### config.mk
export PLATFORM = sky130hd
export DESIGN_NAME = s_mem_arbiter
export DESIGN_NICKNAME = d
export VERILOG_FILES = /design/src/rtl/s_mem_arbiter.sv
export SDC_FILE = /design/constraint.sdc
export NUM_CORES = 1
export LEC_CHECK = 0
export CAP_MARGIN = 20
export CORE_MARGIN = 3
export CORE_UTILIZATION = 28
export CTS_CLUSTER_SIZE = 12
export DETAILED_ROUTE_END_ITERATION = 16
export GPL_TIMING_DRIVEN = 0
export HOLD_SLACK_MARGIN = 0.06
export PLACE_DENSITY_LB_ADDON = 0.1
export SLEW_MARGIN = 20
export SYNTH_ARGS = -nofsm -noshare
export SYNTH_HDL_FRONTEND = slang
export SYNTH_SLANG_ARGS = --single-unit
### constraint.sdc
create_clock -name CLOCK_50 -period 2 [get_ports CLOCK_50]
set_input_delay 0.3 -clock CLOCK_50 [delete_from_list [all_inputs] [get_ports CLOCK_50]]
set_output_delay 0.3 -clock CLOCK_50 [all_outputs]
set_load 0.1 [all_outputs]
### src/rtl/s_mem_arbiter.sv
// -----------------------------------------------------------------------------
// s_mem_arbiter
//
// Shares the single-port 256x8 S-box RAM between the three sequencing FSMs:
// index 0 = s[i]=i init fill, 1 = KSA shuffle, 2 = PRGA/decrypt.
// Arbitration is round-robin with lock-until-release. Once granted, a
// requester keeps the RAM until it drops req, and only the owner drives the
// RAM address, write data and write enable. Read data from the RAM is
// broadcast to everyone. A per-requester rvalid pulse marks the cycle in
// which that requester's read data is present on rdata.
//
// Ports
//   CLOCK_50   in   system clock, all logic on the rising edge
//   reset_n    in   asynchronous active-low reset
//   abort      in   synchronous flush: drop grant, kill reads in flight
//   req        in   [NREQ]     bus request, held high for the whole ownership
//   en         in   [NREQ]     access strobe, at most one RAM access per cycle
//   wren       in   [NREQ]     write enable, only meaningful with en
//   addr       in   [NREQ*AW]  packed addresses, requester k at [k*AW +: AW]
//   wdata      in   [NREQ*DW]  packed write data, same packing
//   grant      out  [NREQ]     one-hot ownership, registered
//   rvalid     out  [NREQ]     one pulse per completed read
//   rdata      out  [DW]       RAM q, broadcast
//   busy       out  any grant asserted
//   owner      out  [2]        index of the current or most recent owner
//   mem_addr   out  [AW]       RAM address
//   mem_wdata  out  [DW]       RAM write data
//   mem_wren   out  RAM write enable
//   mem_q      in   [DW]       RAM read data
// -----------------------------------------------------------------------------
module s_mem_arbiter #(
    parameter int NREQ   = 3,
    parameter int AW     = 8,
    parameter int DW     = 8,
    parameter int RD_LAT = 1
) (
    input  logic                 CLOCK_50,
    input  logic                 reset_n,
    input  logic                 abort,
    input  logic [NREQ-1:0]      req,
    input  logic [NREQ-1:0]      en,
    input  logic [NREQ-1:0]      wren,
    input  logic [NREQ*AW-1:0]   addr,
    input  logic [NREQ*DW-1:0]   wdata,
    output logic [NREQ-1:0]      grant,
    output logic [NREQ-1:0]      rvalid,
    output logic [DW-1:0]        rdata,
    output logic                 busy,
    output logic [1:0]           owner,
    output logic [AW-1:0]        mem_addr,
    output logic [DW-1:0]        mem_wdata,
    output logic                 mem_wren,
    input  logic [DW-1:0]        mem_q
);

    typedef enum logic {
        IDLE = 1'b0,
        OWN  = 1'b1
    } state_t;

    state_t            state;
    state_t            state_next;
    logic [NREQ-1:0]   grant_next;
    logic [1:0]        owner_next;
    logic              owner_req;
    logic              found;
    logic [NREQ-1:0]   rd_issue;
    logic [NREQ-1:0]   rv_pipe [RD_LAT];

    // req bit of the current owner, selected without a variable index so the
    // width of owner never has to match NREQ exactly.
    always_comb begin
        owner_req = 1'b0;
        for (int k = 0; k < NREQ; k++) begin
            if (owner == 2'(k)) begin
                owner_req = req[k];
            end
        end
    end

    // Next-state logic. owner doubles as the round-robin pointer: the search
    // starts one past the last owner, so after a release the previous owner
    // has the lowest priority. abort wins over everything and sends the FSM
    // back to IDLE without touching owner.
    always_comb begin
        state_next = state;
        grant_next = grant;
        owner_next = owner;
        found      = 1'b0;
        case (state)
            IDLE: begin
                grant_next = '0;
                if (!abort) begin
                    for (int i = 1; i <= NREQ; i++) begin
                        for (int k = 0; k < NREQ; k++) begin
                            if (!found && (k == ((int'(owner) + i) % NREQ)) && req[k]) begin
                                found         = 1'b1;
                                owner_next    = 2'(k);
                                grant_next    = '0;
                                grant_next[k] = 1'b1;
                                state_next    = OWN;
                            end
                        end
                    end
                end
            end
            OWN: begin
                if (abort || !owner_req) begin
                    grant_next = '0;
                    state_next = IDLE;
                end
            end
            default: begin
                grant_next = '0;
                state_next = IDLE;
            end
        endcase
    end

    // State, grant and owner registers. On reset the pointer sits on the last
    // requester so that requester 0 is searched first.
    always_ff @(posedge CLOCK_50 or negedge reset_n) begin
        if (!reset_n) begin
            state <= IDLE;
            grant <= '0;
            owner <= 2'(NREQ - 1);
        end else begin
            state <= state_next;
            grant <= grant_next;
            owner <= owner_next;
        end
    end

    // RAM-side mux. Address and write data follow owner even when nothing is
    // granted (the RAM ignores them then); the write enable additionally needs
    // the grant so a released or non-owning requester can never write.
    always_comb begin
        mem_addr  = '0;
        mem_wdata = '0;
        mem_wren  = 1'b0;
        for (int k = 0; k < NREQ; k++) begin
            if (owner == 2'(k)) begin
                mem_addr  = addr[k*AW +: AW];
                mem_wdata = wdata[k*DW +: DW];
                mem_wren  = grant[k] & en[k] & wren[k];
            end
        end
    end

    // A read is an owned access without write. Because grant is one-hot this
    // vector has at most one bit set and already identifies the requester.
    assign rd_issue = grant & en & ~wren;

    // Read tracking shift register, one stage per cycle of RAM latency.
    // Reads keep travelling after the requester releases the bus; only abort
    // or reset wipes them, including a read issued in the abort cycle.
    always_ff @(posedge CLOCK_50 or negedge reset_n) begin
        if (!reset_n) begin
            for (int i = 0; i < RD_LAT; i++) begin
                rv_pipe[i] <= '0;
            end
        end else if (abort) begin
            for (int i = 0; i < RD_LAT; i++) begin
                rv_pipe[i] <= '0;
            end
        end else begin
            rv_pipe[0] <= rd_issue;
            for (int i = 1; i < RD_LAT; i++) begin
                rv_pipe[i] <= rv_pipe[i-1];
            end
        end
    end

    assign rvalid = rv_pipe[RD_LAT-1];
    assign rdata  = mem_q;
    assign busy   = |grant;

endmodule

# == Word level (Yosys, flattened, before mapping) ==
# Index checks and enable logic that the tools add are counted.
# op_classes
add_sub_neg,3
n_reduce_logical,34
eq_ne,9
bitwise,11
n_mux,69
div_mod_pow,3
# op_table
op,count
equality test 2 x 32 -> 1 bit (first input constant),3
equality test 3 x 32 -> 1 bit (first input constant),3
zero test 32 bit,3
modulo 32 x 3 -> 32 bit (second input constant),3
two-way mux 8 bit,6
two-way mux 1 bit,41
two-way mux 3 bit,11
two-way mux 2 bit,9
logical AND 1 bit,17
zero test 1 bit,9
nonzero test 9 bit,1
adder 2 x 2 -> 3 bit (second input constant),2
AND 1 bit,6
AND 3 bit,2
one-hot mux 3 bit (2 select lines),1
adder 2 x 1 -> 3 bit (second input constant),1
inverter 3 bit,1
AND reduction 3 bit,1
OR reduction 3 bit,1
equality test 2 x 1 -> 1 bit (second input constant),1
equality test 2 bit (second input constant),1
zero test 2 bit,1
!= test 2 x 1 -> 1 bit (second input constant),1
inverter 1 bit,2
other kinds (2),2
# totals
out_inout_bits,34
word_cells,133
input_bits,68
reg_bits,9

# == Logic depth before layout (Yosys ltp) ==
# Gate-level depths: netlist of run 1.
# logic_depth
depth_word,55
ltp_mapped,7
mapped_depth_nobuf,6

# == Worst setup path before layout of run 1 ==
# Ideal clock, no wire load.
# synth_timing
path_type,reg2out
from,register owner[0]
to,output mem_addr[4]
path_stages_with_launch,6
n_path_buf,2
path_slack_ns,-2.215
arrival_ns,3.915
t_required_ns,1.700
cell_sequence,dfrtp_1 inv_1 ha_1 buf_4 clkbuf_1 o21ai_0
# synth_between
elab_chain_len,4
word_cells_on_any_way,6
classes_between,eq/ne (2); mux (3); reduce/logical (1)
# synth_lines
item,line_no,text
start: declaration,49,"output logic [1:0] owner,"
start signal: assignment,126,owner <= 2'(NREQ - 1);
start signal: assignment,130,owner <= owner_next;
zero test 2 bit,142,if (owner == 2'(k)) begin
two-way mux 8 bit (2 in a row),142,
two-way mux 8 bit *,142,
end: declaration,50,"output logic [AW-1:0] mem_addr,"
# Every way passes the cells marked *; elsewhere a longest branch is shown, timed or not.

# == Worst setup path after layout of run 1 ==
# layout_timing
from,register owner[1]
to,output mem_addr[2]
# Same word-level chain as after synthesis.

==> results of run 1 <==
-- routing by layer --
metal / vias to the layer above / routed length (um) / track usage [%]
li1: 662 / - / -
met1: 715 / 2030 / 30.1
met2: 107 / 3080 / 53.0
met3: 19 / 442 / 7.66
met4: 0 / 200 / 8.82
met5: - / 0 / 0
-- through the flow --
step                      setup TNS, ns  cells
after floorplan                   -5.51    122
after global placement           -16.37    259
after detailed placement         -16.71    259
after CTS                         -3.91    274
after global routing              -5.73    277
final                             -4.97    277
-- final timing paths --
kind,start,end,slack (ns),depth (start not counted)
setup / recovery,owner[1],mem_addr[2],-0.32,8
hold / removal,reset_n,state,0.32,1
setup reg to reg,owner[1],state,0.04,7
hold reg to reg,grant[0],grant[0],0.59,1
max in group asynchronous,reset_n,owner[0],1.32,1
min in group CLOCK_50,grant[0],grant[0],0.59,1
-- state kept, by name, summed over array words and instances, names as in the netlist --
name,flops
state,1
grant,3
rvalid,3
owner,2
-- placed cells by master (no fill, tap or decap), types with 2 or more instances in the layout --
master,count
buf_12,19
ha_1,2
o21ai_0,2
o21ai_4,16
clkbuf_16,2
nor3_1,4
nand2_1,21
ha_4,3
nand2_2,2
o211ai_1,2
nor2_1,3
a22oi_2,15
buf_4,20
clkdlybuf4s50_1,67
buf_6,3
inv_1,3
nand2b_1,2
clkbuf_4,4
dlygate4sd2_1,7
dfrtp_1,7
-- cell type report --
class / instances / area share, %
Buffer: 16 / 7.30
Clock buffer: 3 / 0.842
Clock inverter: 1 / 0.187
Inverter: 5 / 0.983
Multi-Input combinational cell: 92 / 34.3
Sequential cell: 9 / 8.75
Tap cell: 44 / 2.06
Timing Repair Buffer: 107 / 45.5
-- what timing repair did --
item,CTS,global route
setup endpoints to repair,26,22
pin swaps,13,15
resized for setup,194,12
cloned,1,0
hold endpoints to repair,0,0
setup buffers,10,3
-- cell families (layout without fill, tap and decap cells) --
family | after synthesis | after routing
AOI/OAI and AO/OA | 49 | 49
and+or+nand+nor | 38 | 38
adders and majority gates | 5 | 5
DFF | 9 | 9
buffers and inverters | 21 | 132
-- worst max-delay path, cell delays in order, from the launching register on --
cell	delay [ns]
dfstp_4	0.65
inv_6	0.05
ha_4	0.18
nor2b_4	0.12
buf_6	0.15
buf_12	0.13
a22oi_2	0.07
o21ai_4	0.18
buf_12	0.19
==> results.py, run 1 <==
metrics = {
    "clock_network": {
        "insertion_delay_ns": 0.29,
        "clk_path_buf_depth": 2,
        "clock_sinks": 9,
        "cts_tree": "yes",
        "cts_root_buf": "clkbuf_4",
        "cts_buffers": 3,
        "holdBufCountCts": 0,
        "h-tree-depth": 1,
        "clk_pin_slew_ns": 0.08,
    },
    "sta": {
        "grt_setup_unrepaired": "yes",
        "relSlewSlack_pct": 33.9,
        "fmax_mhz": 432,
        "setup-violations-final": 17,
        "fin_ws_ns": -0.316,
        "period_needed_ns": 2.32,
        "hold-worst-slack_ns": 0.323,
        "layout_worst_path_cycle_share_pct": 116,
        "skew_ns": 0.0137,
        "worst_pin_slew_ns": 0.989,
        "final_max_slew_viol_count": 0,
        "hold_violations": 0,
    },
    "run_status": {
        "violations": "setup timing",
        "status": "finished with violations",
    },
    "logic_synthesis": {
        "synth_top_area_cell": "dfrtp_1",
        "yosys.cell_count.top_type": "nand2_1",
        "synth_top_family_by_area": "compound AO/OA/AOI/OAI gates",
        "yosysWarnings": 0,
        "synth_area_leaders": "dfrtp_1 22%, a22oi_1 12%, o21ai_0 9.9%",
        "synthDominantCellAreaShare_pct": 21.9,
        "synth_fa_ha_area_share_pct": 6.86,
        "synthTopCellsByCount": "23 x nand2_1, 18 x o21ai_0, 15 x a22oi_1",
        "muxShareOfSynthArea_pct": 0,
        "synthCells": 122,
        "synth_edf_count": 0,
        "synth_xor_area_share_pct": 0,
        "ys_seq_elements": 9,
        "synthArstFlopShare_pct": 100,
        "synth-simple-area-share_pct": 18.1,
        "synthFlopType": "dfrtp_1",
        "syn-mean-instance-area_um2": 7.48,
        "synth_fp_nets": 195,
        "synth_area_um2": 912,
        "synth-compound-area-share_pct": 36.4,
        "synthDistinctLibCells": 31,
        "yosysSeqAreaShare_pct": 24.8,
    },
    "place": {
        "routabilityCongestion": 0.834,
        "dpl.hpwl_um": 3520,
        "io_buffers": 93,
        "dpl_worst_slack_ns": -1.01,
        "dpl_cell_area_um2": 2180,
    },
    "routing": {
        "via_per_inst": 5.43,
        "first_iter_violations": 72,
        "routed_wl_um": 5760,
        "wire_per_inst_um": 20.8,
        "firstDrtPassIters": 4,
        "num_vias": 1503,
        "drc": 0,
        "drtAntennaViolNets": 0,
    },
    "setup_path": {
        "startpoint_type": "flip-flop",
        "arrival_ns": 2.02,
        "crit_type": "flip-flop to output pin",
        "path_max_fanout": 5,
        "cp_data_required_time_ns": 1.70,
        "end_kind": "output pin",
    },
    "die": {
        "die_width_um": 63.1,
        "initial_core_util_pct": 29.6,
        "core_area_um2": 3080,
        "die_area_um2": 3980,
        "die_h_um": 63.1,
        "io_pins": 102,
        "fp-row-count": 20,
    },
    "cells_and_area": {
        "post-route-util_pct": 86.9,
        "final_area_um2": 2670,
        "regArea_um2": 234,
        "fillers": 148,
        "nNetsFinal": 307,
        "drive_above_1_share_pct": 44.2,
        "syn_to_final_growth_pct": 193,
        "multi_input_area_um2": 918,
        "antenna_cells": 0,
    },
    "run": {
        "drv_cap": 0,
    },
    "global_routing": {
        "antenna_found_initial": 0,
        "grt_max_degree": 11,
        "track_usage_pct": 28.2,
        "grt-ovfl-total": 0,
        "grt_pass1_wl_um": 8670,
        "grt_pass1_vias": 1591,
    },
    "hold_path": {
        "hp-class": "primary input to async pin",
    },
}
Power of run 1 is left out: the tool's default activity adds up to more than one toggle a clock period on the data nets, which glitch-free logic cannot reach.
==> run 2, diff against run 1 <==
- CTS_CLUSTER_DIAMETER: not set -> 120
==> results of run 2 <==
The final DEF is identical to that of run 1; final timing and power are the same.
Power of run 2 is left out for the same reason.
